===== src/rtl/adc_capture.sv =====
// adc_capture: I2S ADC receiver; oversamples AUD_BCLK/AUD_ADCLRCK/AUD_ADCDAT in Clk and emits L/R pairs.
// Latency: pad-to-edge 3 Clk; sample_valid rises 1 Clk after the BCLK rise that samples the right LSB.
// Backpressure: valid/ready; a pair completing while the previous one is still unaccepted is dropped and
// sets sticky overrun. Optional ADC_PEAK_EN adds the peak output (absolute peak hold over accepted pairs).
module adc_capture #(
  parameter int DATA_W = 16
) (
  input  logic              Clk,
  input  logic              Reset_n,
  input  logic              AUD_BCLK,
  input  logic              AUD_ADCLRCK,
  input  logic              AUD_ADCDAT,
  input  logic              enable,
  output logic [DATA_W-1:0] LDATA_IN,
  output logic [DATA_W-1:0] RDATA_IN,
  output logic              sample_valid,
  input  logic              sample_ready,
  output logic              overrun,
  input  logic              overrun_clr,
  output logic              frame_err
`ifdef ADC_PEAK_EN
  ,
  output logic [DATA_W-1:0] peak
`endif
);

  localparam int CNT_W = (DATA_W > 1) ? $clog2(DATA_W) : 1;
  localparam logic [CNT_W-1:0] LAST_BIT = CNT_W'(DATA_W - 1);

  typedef enum logic [1:0] {S_IDLE, S_SKIP, S_SHIFT, S_WAIT} state_t;

  // Synchronizer stages; bclk gets one extra stage for rise detection.
  logic bclk_meta_q, bclk_sync_q, bclk_prev_q;
  logic lrck_meta_q, lrck_sync_q;
  logic dat_meta_q, dat_sync_q;

  // LRCK as seen at the previous BCLK rise; init flag suppresses a false edge after reset.
  logic lrck_last_q, lrck_init_q;

  state_t            state_q;
  logic [DATA_W-1:0] shreg_q, shreg_d;
  logic [CNT_W-1:0]  bitcnt_q;
  logic [DATA_W-1:0] lhold_q;
  logic              left_ok_q;
  logic              frame_err_q;

  logic [DATA_W-1:0] ldata_q, rdata_q;
  logic              valid_q, overrun_q;

  logic bclk_rise, lrck_edge, last_bit, pair_done, load_pair;

  assign bclk_rise = bclk_sync_q & ~bclk_prev_q;
  assign lrck_edge = bclk_rise & lrck_init_q & (lrck_sync_q != lrck_last_q);
  assign last_bit  = (bitcnt_q == LAST_BIT);

  // The right word completes on this BCLK rise and a left word of the same frame is held.
  assign pair_done = enable & (state_q == S_SHIFT) & bclk_rise & ~lrck_edge & last_bit
                   & lrck_sync_q & left_ok_q;
  assign load_pair = pair_done & (~valid_q | sample_ready);

  // Next shift-register value: MSB-first shift of the current data bit.
  always_comb begin
    shreg_d = {shreg_q[DATA_W-2:0], dat_sync_q};
  end

  // Two-flop synchronizers for the codec pins plus the BCLK edge-detect stage.
  always_ff @(posedge Clk or negedge Reset_n) begin
    if (!Reset_n) begin
      bclk_meta_q <= 1'b0;
      bclk_sync_q <= 1'b0;
      bclk_prev_q <= 1'b0;
      lrck_meta_q <= 1'b0;
      lrck_sync_q <= 1'b0;
      dat_meta_q  <= 1'b0;
      dat_sync_q  <= 1'b0;
    end else begin
      bclk_meta_q <= AUD_BCLK;
      bclk_sync_q <= bclk_meta_q;
      bclk_prev_q <= bclk_sync_q;
      lrck_meta_q <= AUD_ADCLRCK;
      lrck_sync_q <= lrck_meta_q;
      dat_meta_q  <= AUD_ADCDAT;
      dat_sync_q  <= dat_meta_q;
    end
  end

  // Track LRCK at each BCLK rise; the first rise after reset only records a reference.
  always_ff @(posedge Clk or negedge Reset_n) begin
    if (!Reset_n) begin
      lrck_last_q <= 1'b0;
      lrck_init_q <= 1'b0;
    end else if (bclk_rise) begin
      lrck_last_q <= lrck_sync_q;
      lrck_init_q <= 1'b1;
    end
  end

  // Capture FSM: frame alignment, word shifting, left hold and truncation detection.
  always_ff @(posedge Clk or negedge Reset_n) begin
    if (!Reset_n) begin
      state_q     <= S_IDLE;
      shreg_q     <= '0;
      bitcnt_q    <= '0;
      lhold_q     <= '0;
      left_ok_q   <= 1'b0;
      frame_err_q <= 1'b0;
    end else begin
      frame_err_q <= 1'b0;
      if (!enable) begin
        state_q   <= S_IDLE;
        shreg_q   <= '0;
        bitcnt_q  <= '0;
        left_ok_q <= 1'b0;
      end else begin
        case (state_q)
          S_IDLE: begin
            if (lrck_edge) begin
              state_q   <= S_SKIP;
              left_ok_q <= 1'b0;
            end
          end
          // The BCLK rise that revealed the LRCK edge carried the I2S delay bit; start fresh.
          S_SKIP: begin
            shreg_q  <= '0;
            bitcnt_q <= '0;
            state_q  <= S_SHIFT;
          end
          S_SHIFT: begin
            if (bclk_rise) begin
              if (lrck_edge) begin
                frame_err_q <= 1'b1;
                left_ok_q   <= 1'b0;
                shreg_q     <= '0;
                bitcnt_q    <= '0;
                state_q     <= S_SKIP;
              end else begin
                shreg_q <= shreg_d;
                if (last_bit) begin
                  bitcnt_q <= '0;
                  state_q  <= S_WAIT;
                  if (!lrck_sync_q) begin
                    lhold_q   <= shreg_d;
                    left_ok_q <= 1'b1;
                  end else begin
                    left_ok_q <= 1'b0;
                  end
                end else begin
                  bitcnt_q <= bitcnt_q + 1'b1;
                end
              end
            end
          end
          S_WAIT: begin
            if (lrck_edge) begin
              state_q <= S_SKIP;
              // A transition to left starts a new frame; any stale left word is void.
              if (!lrck_sync_q) left_ok_q <= 1'b0;
            end
          end
          default: state_q <= S_IDLE;
        endcase
      end
    end
  end

  // Output pair register with valid/ready handshake and sticky overrun.
  always_ff @(posedge Clk or negedge Reset_n) begin
    if (!Reset_n) begin
      ldata_q   <= '0;
      rdata_q   <= '0;
      valid_q   <= 1'b0;
      overrun_q <= 1'b0;
    end else begin
      if (load_pair) begin
        ldata_q <= lhold_q;
        rdata_q <= shreg_d;
        valid_q <= 1'b1;
      end else if (sample_ready) begin
        valid_q <= 1'b0;
      end
      if (pair_done && valid_q && !sample_ready) overrun_q <= 1'b1;
      else if (overrun_clr) overrun_q <= 1'b0;
    end
  end

`ifdef ADC_PEAK_EN
  logic [DATA_W-1:0] peak_q, peak_base, mag_l, mag_r, peak_d;

  // Magnitude with the most negative code saturated to the largest positive code.
  function automatic logic [DATA_W-1:0] mag(input logic [DATA_W-1:0] x);
    if (!x[DATA_W-1]) return x;
    if (x == {1'b1, {(DATA_W-1){1'b0}}}) return {1'b0, {(DATA_W-1){1'b1}}};
    return -x;
  endfunction

  // Running max of the held peak (or zero when clearing) and both new magnitudes.
  always_comb begin
    peak_base = overrun_clr ? '0 : peak_q;
    mag_l     = mag(lhold_q);
    mag_r     = mag(shreg_d);
    peak_d    = peak_base;
    if (mag_l > peak_d) peak_d = mag_l;
    if (mag_r > peak_d) peak_d = mag_r;
  end

  // Peak hold updates only on accepted pairs; overrun_clr restarts it.
  always_ff @(posedge Clk or negedge Reset_n) begin
    if (!Reset_n) begin
      peak_q <= '0;
    end else if (load_pair) begin
      peak_q <= peak_d;
    end else if (overrun_clr) begin
      peak_q <= '0;
    end
  end

  assign peak = peak_q;
`endif

  assign LDATA_IN     = ldata_q;
  assign RDATA_IN     = rdata_q;
  assign sample_valid = valid_q;
  assign overrun      = overrun_q;
  assign frame_err    = frame_err_q;

endmodule


===== config.mk =====
export PLATFORM = sky130hd
export DESIGN_NAME = adc_capture
export DESIGN_NICKNAME = d
export VERILOG_FILES = /design/src/rtl/adc_capture.sv
export SDC_FILE = /design/constraint.sdc
export NUM_CORES = 1
export LEC_CHECK = 0
export ABC_CLOCK_PERIOD_IN_PS = 2110
export BUFFER_PORTS_ARGS = -buffer_cell sky130_fd_sc_hd__buf_2
export CAP_MARGIN = 30
export CORE_ASPECT_RATIO = 2
export CORE_UTILIZATION = 54
export DETAILED_ROUTE_END_ITERATION = 8
export GPL_ROUTABILITY_DRIVEN = 1
export PLACE_DENSITY = 0.84
export SETUP_SLACK_MARGIN = 0.02
export SLEW_MARGIN = 0
export SYNTH_ARGS = -nofsm -noshare
export SYNTH_HDL_FRONTEND = slang
export SYNTH_SLANG_ARGS = --single-unit
export TNS_END_PERCENT = 1

===== constraint.sdc =====
create_clock -name Clk -period 2.11 [get_ports Clk]
set_clock_uncertainty 0.1 [all_clocks]
set_input_delay 0.633 -clock Clk [delete_from_list [all_inputs] [get_ports Clk]]
set_output_delay 0.633 -clock Clk [all_outputs]
set_load 0.01 [all_outputs]

==> results by group, run 1 <==
Timing
  • Pins Over Slew Limit: 0
  • Min cycle time layout: 2.00 ns
  • Setup violations, final: 0
  • Worst-Margin Slew: 0.455 ns
  • Final Hold Fails: 0
  • Tcrit/Tclk final: 0.947
  • Slew margin rel.: 0.697
  • Total negative slack: 0 ns
  • Fmax: 500 MHz
  • RSZ-0062 raised after global routing: false

Routing
  • Total routed wirelength: 5650 um
  • Antenna Nets Post-Route: 0
  • Drt pass-1 iters: 7
  • DRC viols: 6
  • Initial DRC Count: 37
  • Via count: 1924
  • Routed wire per std cell: 16.8 um
  • Vias per inst: 5.71

Yosys
  • Syn_nets: 233
  • Mapped cell area: 3260 um^2
  • Synth top area cells: dfrtp_1 (63%), mux2_2 (11%), a22o_1 (4.3%)
  • Post-Synthesis Cells: 220
  • FF+latch count, synth: 82
  • Yosys cell types: 39
  • Biggest area consumer among synthesized cells: dfrtp_1
  • Seq/Total Area, Yosys: 0.629
  • Most common flop cell mapped by yosys: dfrtp_1
  • Post-synth EDFFs: 0
  • Top cell type's share of synthesized area: 0.629
  • Ys Warns: 0
  • Async SR Flop Fraction: 1.00
  • Syn Area/Cell: 14.8 um^2

Worst setup path
  • Setup crit start: bitcnt_q[0]
  • Startpoint Class: flip-flop
  • CP Cell Sequence: ha_1 -> and3_1 -> and3_2 -> nand3_2 -> buf_12 -> mux2_1
  • Slowest stage delay, CP: 0.41 ns
  • Flop2flop setup slack: 0.11 ns
  • CP max stage cell: dfrtp_1
  • R2r startpoint: bitcnt_q[0]
  • CP required: 2.22 ns
  • Worst setup EP type: flip-flop
  • Max FO, Critical Path: 32
  • CP Class: flip-flop to flip-flop
  • R2R depth: 6
  • Reg2reg end: LDATA_IN[12]
  • CP arrival: 2.10 ns

Global routing
  • Global Route Usage Sum: 0.207
  • Vias in the first global route: 2045
  • Largest net degree at the start of global routing: 35
  • Initial antenna violation count: 0
  • Global-route wire length before repair: 9860 um
  • Overflow left after global routing: 0

Clock tree
  • Clk buf depth: 2
  • Post-CTS Resized: 0
  • CTS buffer count: 9
  • TritonCTS clock tree: built
  • Clock latency on the worst-skew pair: 0.33 ns
  • Post CTS Setup Buffer Count: 0
  • Clock sinks: 82
  • CTS H-tree lvls: 3
  • Hold_buf cts: 0
  • Clk pin slew, worst setup/hold paths: 0.06 ns
  • Clock root buffer: clkbuf_16

Pwr
  • Leakage: 2.08 nW
  • Comb pwr share: 0.099
  • Max VDD drop: 0.000628 V
  • Psw: 779 uW
  • Sequential share of power: 0.495
  • P_int: 2.52 mW
  • Total Power: 3.30 mW
  • Clock group share of total power: 0.406
  • Switching share of power: 0.236
  • PwrDens: 858 nW/um^2

Outcome
  • Status: finished with violations
  • Failing checks: design-rule violations

Layout
  • Synthesis-to-layout area growth: 17.8%
  • ANT cells: 0
  • Share of cells above drive strength 1: 0.420
  • Most frequent cells in the layout: dfrtp_1 (82), buf_2 (41), mux2_2 (33), a22o_1 (16), nand2_1 (12)
  • Final #Nets: 285
  • Commonest non-fill, non-tap cell in the layout: dfrtp_1
  • Fillcell total: 423

Die
  • Initial Util: 0.566
  • Core box area: 5760 um^2
  • IO Pins: 43
  • Die Height: 112 um
  • Die Span X: 57.0 um
  • Rows: 39
  • DIE AREA: 6370 um^2

Placement
  • Routability cong.: 0.898
  • Post-DP HPWL: 3990 um
  • IO Port Bufs: 42

Run
  • Max_cap viols: 0

Worst hold path
  • Hold WC Path Type: primary input to async pin
synth_stat cells, drive strengths merged, types with 2 or more instances:
cell / number
nand2: 12
mux2: 48
a21o: 2
and3: 6
nand2b: 5
nand4b: 2
dfrtp: 82
a22o: 16
clkbuf: 3
nor2: 2
o21ai: 5
a21oi: 4
inv: 5
o211ai: 2
nand3: 2
ha: 5
buf: 6
stage by stage:
| step | worst slack [ns] | hold slack, ns | area (um^2) | cells | util |
|---|---|---|---|---|---|
| 6_report | 0.112 | 0.144 | 3840 | 337 | 0.667 |
| 5_1_grt | 0.0498 | 0.173 | 3840 | 337 | 0.667 |
| 4_1_cts | 0.0881 | 0.159 | 3840 | 337 | 0.667 |
| 3_5_place_dp | 0.109 | 0.235 | 3590 | 322 | 0.623 |
| 3_3_place_gp | 0.151 | 0.236 | 3590 | 322 | 0.623 |
| 2_1_floorplan | 0.179 | 0.231 | 3260 | 220 | - |
worst max-delay path: cells and delay by family, from the launching register on:
| kind | cells | cell delay, ns |
|---|---|---|
| buffers and inverters | 1 | 0.21 |
| adder cells (fa/ha/maj) | 1 | 0.28 |
| AND/OR/NAND/NOR | 3 | 0.51 |
| multiplexers | 1 | 0.35 |
| flip-flops | 1 | 0.41 |
logic make-up after synthesis:
family	share of synthesized area
flip-flops	0.629
multiplexers	0.179
AND/OR/NAND/NOR	0.0629
AO/OA/AOI/OAI	0.0802
buffers and inverters	0.0245
adder cells (fa/ha/maj)	0.0192
XOR/XNOR	0.00499
sequential cells by signal, indices dropped and copies added (netlist names):
signal	cells
lrck_meta_q	1
lrck_init_q	1
lrck_sync_q	1
state_q	2
sample_valid	1
shreg_q	15
lhold_q	16
overrun	1
bclk_prev_q	1
dat_sync_q	1
RDATA_IN	16
lrck_last_q	1
LDATA_IN	16
bclk_sync_q	1
dat_meta_q	1
bclk_meta_q	1
frame_err	1
bitcnt_q	4
left_ok_q	1
power by group through the flow:
stage	Clock (mW)	Combinational, mW	Sequential (mW)
final	1.34	0.326	1.63
after global routing	1.43	0.369	1.64
after CTS	1.37	0.325	1.63
after detailed placement	0	0.322	1.66
after global placement	0	0.311	1.66
after floorplan	0	0.223	1.65
worst max-delay path by stage:
stage | cells after the start | slack [ns] | end
after floorplan | 7 | 0.18 | lhold_q[0]
after global placement | 6 | 0.15 | lhold_q[14]
after detailed placement | 7 | 0.11 | LDATA_IN[12]
after CTS | 7 | 0.09 | LDATA_IN[12]
after global routing | 6 | 0.05 | RDATA_IN[12]
final | 6 | 0.11 | LDATA_IN[12]
layout make-up:
cell class / count / area [um^2] / share of cell area
Clock buffer: 11 / 233 / 0.0606
Clock inverter: 4 / 20.0 / 0.00521
Inverter: 5 / 18.8 / 0.00488
Multi-Input combinational cell: 124 / 1130 / 0.295
Sequential cell: 82 / 2050 / 0.534
Tap cell: 61 / 76.3 / 0.0199
Timing Repair Buffer: 50 / 310 / 0.0808
per-layer routing:
| layer | global-route usage | vias up | part of all wire |
|---|---|---|---|
| met4 | 0.114 | 0 | 0.023 |
| met3 | 0.0488 | 12 | 0.028 |
| met2 | 0.338 | 37 | 0.53 |
| li1 | - | 894 | - |
| met1 | 0.247 | 981 | 0.42 |
| met5 | 0 | - | 0 |
Power figures use the tool's default switching activity.
==> run 2, diff against run 1 <==
--- a/config.mk
+++ b/config.mk
@@ -7,11 +7,11 @@
 export LEC_CHECK = 0
 export ABC_CLOCK_PERIOD_IN_PS = 2110
-export BUFFER_PORTS_ARGS = -buffer_cell sky130_fd_sc_hd__buf_2
 export CAP_MARGIN = 30
 export CORE_ASPECT_RATIO = 2
-export CORE_UTILIZATION = 54
+export CORE_UTILIZATION = 25
 export DETAILED_ROUTE_END_ITERATION = 8
+export DONT_BUFFER_PORTS = 1
 export GPL_ROUTABILITY_DRIVEN = 1
-export PLACE_DENSITY = 0.84
+export PLACE_DENSITY = 0.47
 export SETUP_SLACK_MARGIN = 0.02
 export SLEW_MARGIN = 0
==> constraint.sdc (replaced) <==
create_clock -name Clk -period 2.11 [get_ports Clk]
set_clock_uncertainty 0.1 [all_clocks]
set_input_delay 0.422 -clock Clk [delete_from_list [all_inputs] [get_ports Clk]]
set_output_delay 0.422 -clock Clk [all_outputs]
set_load 0.01 [all_outputs]
==> run 2 against run 1 <==
Cell area is 0.23% lower. Sequential power hardly changed. Maximum frequency is 1.8% higher. Worst setup slack better by 0.036 ns. First-iteration DRC count grew to 3.6 times the previous value. The run ends with negative hold slack left. Register-to-register slack better by 0.04 ns. Power is 11% higher. Largest power group is now the clock network. Largest cell class unchanged. Global-route usage is 9.7 points lower. Sequential share of layout area is 0.12 points higher.
==> results by group, run 2 (synthesis gave the netlist of run 1 again) <==
Timing
  • Total negative slack: 0 ns (unchanged)
  • Tcrit/Tclk final: 0.930 (-0.0171)
  • Min cycle time layout: 1.96 ns (-0.0360 ns)
  • Final Hold Fails: 82 (+82)
  • Worst-Margin Slew: 0.307 ns (-0.148 ns)
  • Setup violations, final: 0 (unchanged)
  • Pins Over Slew Limit: 0 (unchanged)
  • Fmax: 510 MHz (+1.8%)
  • WHS: -0.319 ns (-0.463 ns)
  • Slew margin rel.: 0.795 (+0.0978)
  • RSZ-0062 raised after global routing: false

Global routing
  • Global-route wire length before repair: 10600 um (+7.7%)
  • Vias in the first global route: 1961 (-4.1%)
  • Overflow left after global routing: 0 (unchanged)
  • Global Route Usage Sum: 0.110 (-0.0969)
  • Initial antenna violation count: 0 (unchanged)
  • Largest net degree at the start of global routing: 83 (+140%)

Clock tree
  • Post CTS Setup Buffer Count: 0 (unchanged)
  • Hold_buf cts: 3 (+3)
  • Clock latency on the worst-skew pair: 0.34 ns (about the same)
  • CTS buffer count: 9 (unchanged)
  • Clock root buffer: clkbuf_16
  • CTS H-tree lvls: 3 (unchanged)
  • Clock sinks: 82 (unchanged)
  • Clk pin slew, worst setup/hold paths: 0.06 ns (about the same)
  • Clk buf depth: 2 (unchanged)
  • TritonCTS clock tree: built

Pwr
  • Psw: 831 uW (+6.7%)
  • Leakage: 1.89 nW (-8.9%)
  • Switching share of power: 0.226 (-0.00979)
  • PwrDens: 958 nW/um^2 (+12%)
  • Sequential share of power: 0.444 (-0.051)
  • Total Power: 3.67 mW (+11%)
  • Max VDD drop: 0.000405 V (-36%)
  • Comb pwr share: 0.080 (-0.019)
  • Clock group share of total power: 0.476 (+0.070)
  • P_int: 2.84 mW (+13%)

Worst setup path
  • Max FO, Critical Path: 32 (unchanged)
  • CP Class: flip-flop to flip-flop
  • Startpoint Class: flip-flop
  • Flop2flop setup slack: 0.15 ns (+0.04 ns)
  • CP arrival: 2.08 ns (-0.02 ns)
  • CP max stage cell: dfrtp_1
  • Worst setup EP type: flip-flop
  • R2r startpoint: bitcnt_q[0]
  • Slowest stage delay, CP: 0.40 ns (about the same)
  • R2R depth: 6 (unchanged)
  • Reg2reg end: LDATA_IN[9]
  • CP required: 2.23 ns (about the same)
  • CP Cell Sequence: ha_1 -> and3_1 -> and3_2 -> nand3_2 -> buf_12 -> mux2_2

Run
  • Max_cap viols: 0 (unchanged)

Layout
  • Commonest non-fill, non-tap cell in the layout: dfrtp_1
  • Synthesis-to-layout area growth: 17.5%
  • Most frequent cells in the layout: dfrtp_1 (82), mux2_2 (33), a22o_1 (16), nand2_1 (12)
  • Finished Layout Cells: 387 (+15%)
  • Final #Nets: 245 (-14%)
  • ANT cells: 0 (unchanged)
  • Final core occ: 0.304 (-0.364)
  • Share of cells above drive strength 1: 0.316 (-0.104)

Die
  • Die Span X: 82.8 um (+45%)
  • Core box area: 12600 um^2 (+120%)
  • Rows: 58 (+49%)
  • Initial Util: 0.258 (-0.308)
  • IO Pins: 43 (unchanged)
  • Die Height: 164 um (+46%)
  • DIE AREA: 13500 um^2 (+110%)

Outcome
  • Failing checks: negative hold slack
  • Status: finished with violations

Routing
  • Vias per inst: 4.71 (-18%)
  • Total routed wirelength: 6400 um (+13%)
  • Initial DRC Count: 133 (+260%)
  • Routed wire per std cell: 16.5 um (-1.4%)
  • DRC viols: 0 (-6)
  • Via count: 1821 (-5.4%)
  • Drt pass-1 iters: 4 (-3)
  • Antenna Nets Post-Route: 0 (unchanged)

Placement
  • Post-DP HPWL: 4240 um (+6.5%)
  • IO Port Bufs: 0 (-100%)
  • Routability cong.: 0.760 (-15%)
  • Number of cells after detailed placement: 368 (+14%)

Worst hold path
  • Hold WC Path Type: primary input to async pin
run 2: stage by stage:
stage	instance area, um^2	setup WS (ns)	hold slack, ns
6_report	3830	0.148	-0.319
4_1_cts	3830	0.149	-0.337
3_3_place_gp	3470	0.187	0.0306
5_1_grt	3830	0.0634	-0.341
3_5_place_dp	3470	0.169	0.0302
2_1_floorplan	3260	0.179	0.0264
run 2: how the worst max path moves through the flow:
stage / depth (start not counted) / end / start / slack, ns
finish: 6 / LDATA_IN[9] / bitcnt_q[0] / 0.15
global route: 6 / LDATA_IN[9] / bitcnt_q[0] / 0.06
CTS: 6 / LDATA_IN[9] / bitcnt_q[0] / 0.15
detailed placement: 6 / LDATA_IN[9] / bitcnt_q[0] / 0.17
global placement: 6 / RDATA_IN[12] / bitcnt_q[0] / 0.19
floorplan: 7 / lhold_q[0] / state_q[0] / 0.18
run 2: final cells by class:
class | count | area [um^2]
clock inverters | 5 | 85.1
multi-input cells | 124 | 1130
well taps | 150 | 188
repair buffers | 10 | 108
flip-flops and latches | 82 | 2050
clock buffers | 11 | 253
fillers | 1321 | 8790
inverters | 5 | 18.8
run 2: routing by layer:
| metal | routed length [um] | part of all wire | global-route usage | vias to the layer above |
|---|---|---|---|---|
| met1 | 2400 | 0.38 | 0.121 | 955 |
| met4 | 238 | 0.037 | 0.0682 | 0 |
| li1 | - | - | - | 815 |
| met5 | 0 | 0 | 0 | - |
| met3 | 330 | 0.052 | 0.0335 | 17 |
| met2 | 3430 | 0.54 | 0.178 | 34 |
run 2: repair_timing:
action,CTS,global route
resized for setup,0,0
endpoints found under the setup margin,0,0
hold endpoints to repair,85,82
run 2: critical path, delay by kind of cell (launching register included):
family	cells	cell delay (ns)
muxes	1	0.36
buffers and inverters	1	0.21
adders and majority gates	1	0.22
and+or+nand+nor	3	0.54
DFF	1	0.40
run 2: power by group through the flow:
stage / clock [mW] / combinational [mW] / sequential (mW)
2_1_floorplan: 0 / 0.223 / 1.65
3_3_place_gp: 0 / 0.293 / 1.66
3_5_place_dp: 0 / 0.293 / 1.66
4_1_cts: 1.81 / 0.298 / 1.63
5_1_grt: 1.88 / 0.327 / 1.63
6_report: 1.75 / 0.294 / 1.63
==> run 3, diff against run 2 <==
GPL_TIMING_DRIVEN = 0   (was default)
PLACE_DENSITY = 0.38   (was 0.47)
==> run 3 against run 2 <==
Sequential power hardly changed. Maximum frequency is 2.7% lower. Register-to-register slack worse by 0.05 ns. Critical path type unchanged. The flow still finishes with violations (negative hold slack). Flip-flop and latch count stayed put. Non-clock buffer count is 2 higher. Clock power hardly changed. Largest cell class unchanged.
==> results by group, run 3 (synthesis gave the netlist of run 1 again) <==
Die
  • Core box area: 12600 um^2 (unchanged)
  • Die Height: 164 um (unchanged)
  • DIE AREA: 13500 um^2 (unchanged)
  • IO Pins: 43 (unchanged)
  • Die Span X: 82.8 um (unchanged)
  • Initial Util: 0.258 (unchanged)
  • Rows: 58 (unchanged)

Worst setup path
  • R2R depth: 6 (unchanged)
  • Flop2flop setup slack: 0.09 ns (-0.05 ns)
  • Reg2reg end: LDATA_IN[0]
  • Setup crit start: bitcnt_q[0]
  • Critical Path End: LDATA_IN[0]
  • R2r startpoint: bitcnt_q[0]
  • CP arrival: 2.14 ns (+0.06 ns)
  • Startpoint Class: flip-flop
  • Worst setup EP type: flip-flop
  • CP Class: flip-flop to flip-flop
  • CP required: 2.23 ns (about the same)
  • Max FO, Critical Path: 10 (-69%)

Placement
  • Area after DPL: 3450 um^2 (-0.47%)
  • IO Port Bufs: 0 (unchanged)
  • Post-DP HPWL: 4600 um (+8.4%)
  • Routability cong.: 0.771 (+1.4%)

Timing
  • Setup violations, final: 0 (unchanged)
  • Fmax: 496 MHz (-2.7%)
  • WHS: -0.323 ns (-0.00439 ns)
  • Min cycle time layout: 2.02 ns (+0.0543 ns)
  • RSZ-0062 raised after global routing: true
  • Final Hold Fails: 82 (unchanged)
  • Tcrit/Tclk final: 0.956 (+0.0257)
  • Pins Over Slew Limit: 0 (unchanged)
  • Worst-Margin Slew: 0.318 ns (+0.0115 ns)
  • Slew margin rel.: 0.787 (-0.00723)
  • Total negative slack: 0 ns (unchanged)

Routing
  • Initial DRC Count: 72 (-46%)
  • Drt pass-1 iters: 4 (unchanged)
  • Via count: 1800 (-1.2%)
  • Routed wire per std cell: 17.7 um (+7.2%)
  • DRC viols: 0 (unchanged)
  • Total routed wirelength: 6900 um (+7.8%)
  • Antenna Nets Post-Route: 0 (unchanged)
  • Vias per inst: 4.63 (-1.7%)

Global routing
  • Vias in the first global route: 1941 (-1.0%)
  • Global Route Usage Sum: 0.117 (+0.00718)
  • Global-route wire length before repair: 11200 um (+5.4%)
  • Initial antenna violation count: 0 (unchanged)
  • Largest net degree at the start of global routing: 83 (unchanged)
  • Overflow left after global routing: 0 (unchanged)

Clock tree
  • TritonCTS clock tree: built
  • CTS buffer count: 9 (unchanged)
  • CTS H-tree lvls: 3 (unchanged)
  • Clk buf depth: 2 (unchanged)
  • Hold_buf cts: 3 (unchanged)
  • Post CTS Setup Buffer Count: 0 (unchanged)
  • Clock root buffer: clkbuf_16
  • Clock sinks: 82 (unchanged)
  • Clk pin slew, worst setup/hold paths: 0.06 ns (about the same)
  • Clock latency on the worst-skew pair: 0.33 ns (about the same)

Layout
  • Synthesis-to-layout area growth: 17.8%
  • ANT cells: 0 (unchanged)
  • Final core occ: 0.304 (+0.000693)
  • Most frequent cells in the layout: dfrtp_1 (82), mux2_2 (33), a22o_1 (16), nand2_1 (12)
  • Final #Nets: 247 (+0.82%)
  • Share of cells above drive strength 1: 0.331 (+0.0141)
  • Commonest non-fill, non-tap cell in the layout: dfrtp_1
  • Post-route cell area: 3840 um^2 (+0.23%)

Worst hold path
  • Hold WC Path Type: primary input to async pin

Pwr
  • Clock group share of total power: 0.469 (-0.007)
  • Psw: 859 uW (+3.3%)
  • Comb pwr share: 0.085 (+0.005)
  • Switching share of power: 0.234 (+0.00785)
  • PwrDens: 954 nW/um^2 (-0.36%)
  • P_int: 2.81 mW (-1.1%)
  • Leakage: 1.88 nW (-0.40%)
  • Total Power: 3.67 mW (-0.13%)
  • Sequential share of power: 0.447 (+0.003)
  • Max VDD drop: 0.000441 V (+9.0%)

Outcome
  • Failing checks: negative hold slack
  • Status: finished with violations

Run
  • Max_cap viols: 0 (unchanged)
run 3: cell count changes in the layout (fill, tap and decap cells not counted), sizes merged:
cell	previous run	this run
clkbuf	11	13
buf	7	6
clkinvlp	1	2
run 3: power by group through the flow:
stage               Clock (mW)  Sequential, mW  Combinational (mW)
finish                    1.72            1.64               0.311
CTS                       1.77            1.64               0.314
floorplan                    0            1.65               0.223
global route              1.83            1.64               0.353
global placement             0            1.66               0.287
detailed placement           0            1.66               0.291
run 3: what timing repair did:
action                     CTS  global route
setup endpoints to repair   60            48
hold endpoints to repair    85            82
pin swaps                    0             2
gates resized for setup      7             4
run 3: worst min-delay path by stage:
stage | from | depth (start not counted) | end | slack, ns
after floorplan | Reset_n | 0 | LDATA_IN[0] | 0.03
after global placement | Reset_n | 0 | frame_err | 0.03
after detailed placement | Reset_n | 0 | frame_err | 0.03
after CTS | Reset_n | 0 | LDATA_IN[3] | -0.34
after global routing | Reset_n | 0 | LDATA_IN[3] | -0.34
final | Reset_n | 0 | frame_err | -0.32
run 3: area by class of cell:
class | count | area [um^2]
Buffer | 9 | 76.3
Timing Repair Buffer | 3 | 30.0
Multi-Input combinational cell | 124 | 1150
Fill cell | 1282 | 8780
Tap cell | 150 | 188
Clock inverter | 6 | 88.8
Clock buffer | 10 | 239
Inverter | 5 | 18.8
Sequential cell | 82 | 2050
run 3: metrics by stage:
stage	hold WS [ns]	std cells	worst slack [ns]
detailed placement	0.0305	370	-0.0860
floorplan	0.0264	220	0.179
global route	-0.340	389	-0.0252
global placement	0.0292	370	-0.0669
finish	-0.323	389	0.0933
CTS	-0.336	389	0.0433
run 3: metal layers:
layer	global-route usage	up-vias	wire length [um]
met5	0	-	0
met4	0.0564	0	157
met3	0.0330	13	295
met2	0.191	31	3600
met1	0.137	942	2840
li1	-	814	-
run 3: critical path, stage by stage (launching register included):
cell and delay (ns):
dfrtp_1 0.40, ha_1 0.26, and3_1 0.20, and3_2 0.25, nand3_4 0.12, buf_4 0.23, mux2_2 0.35
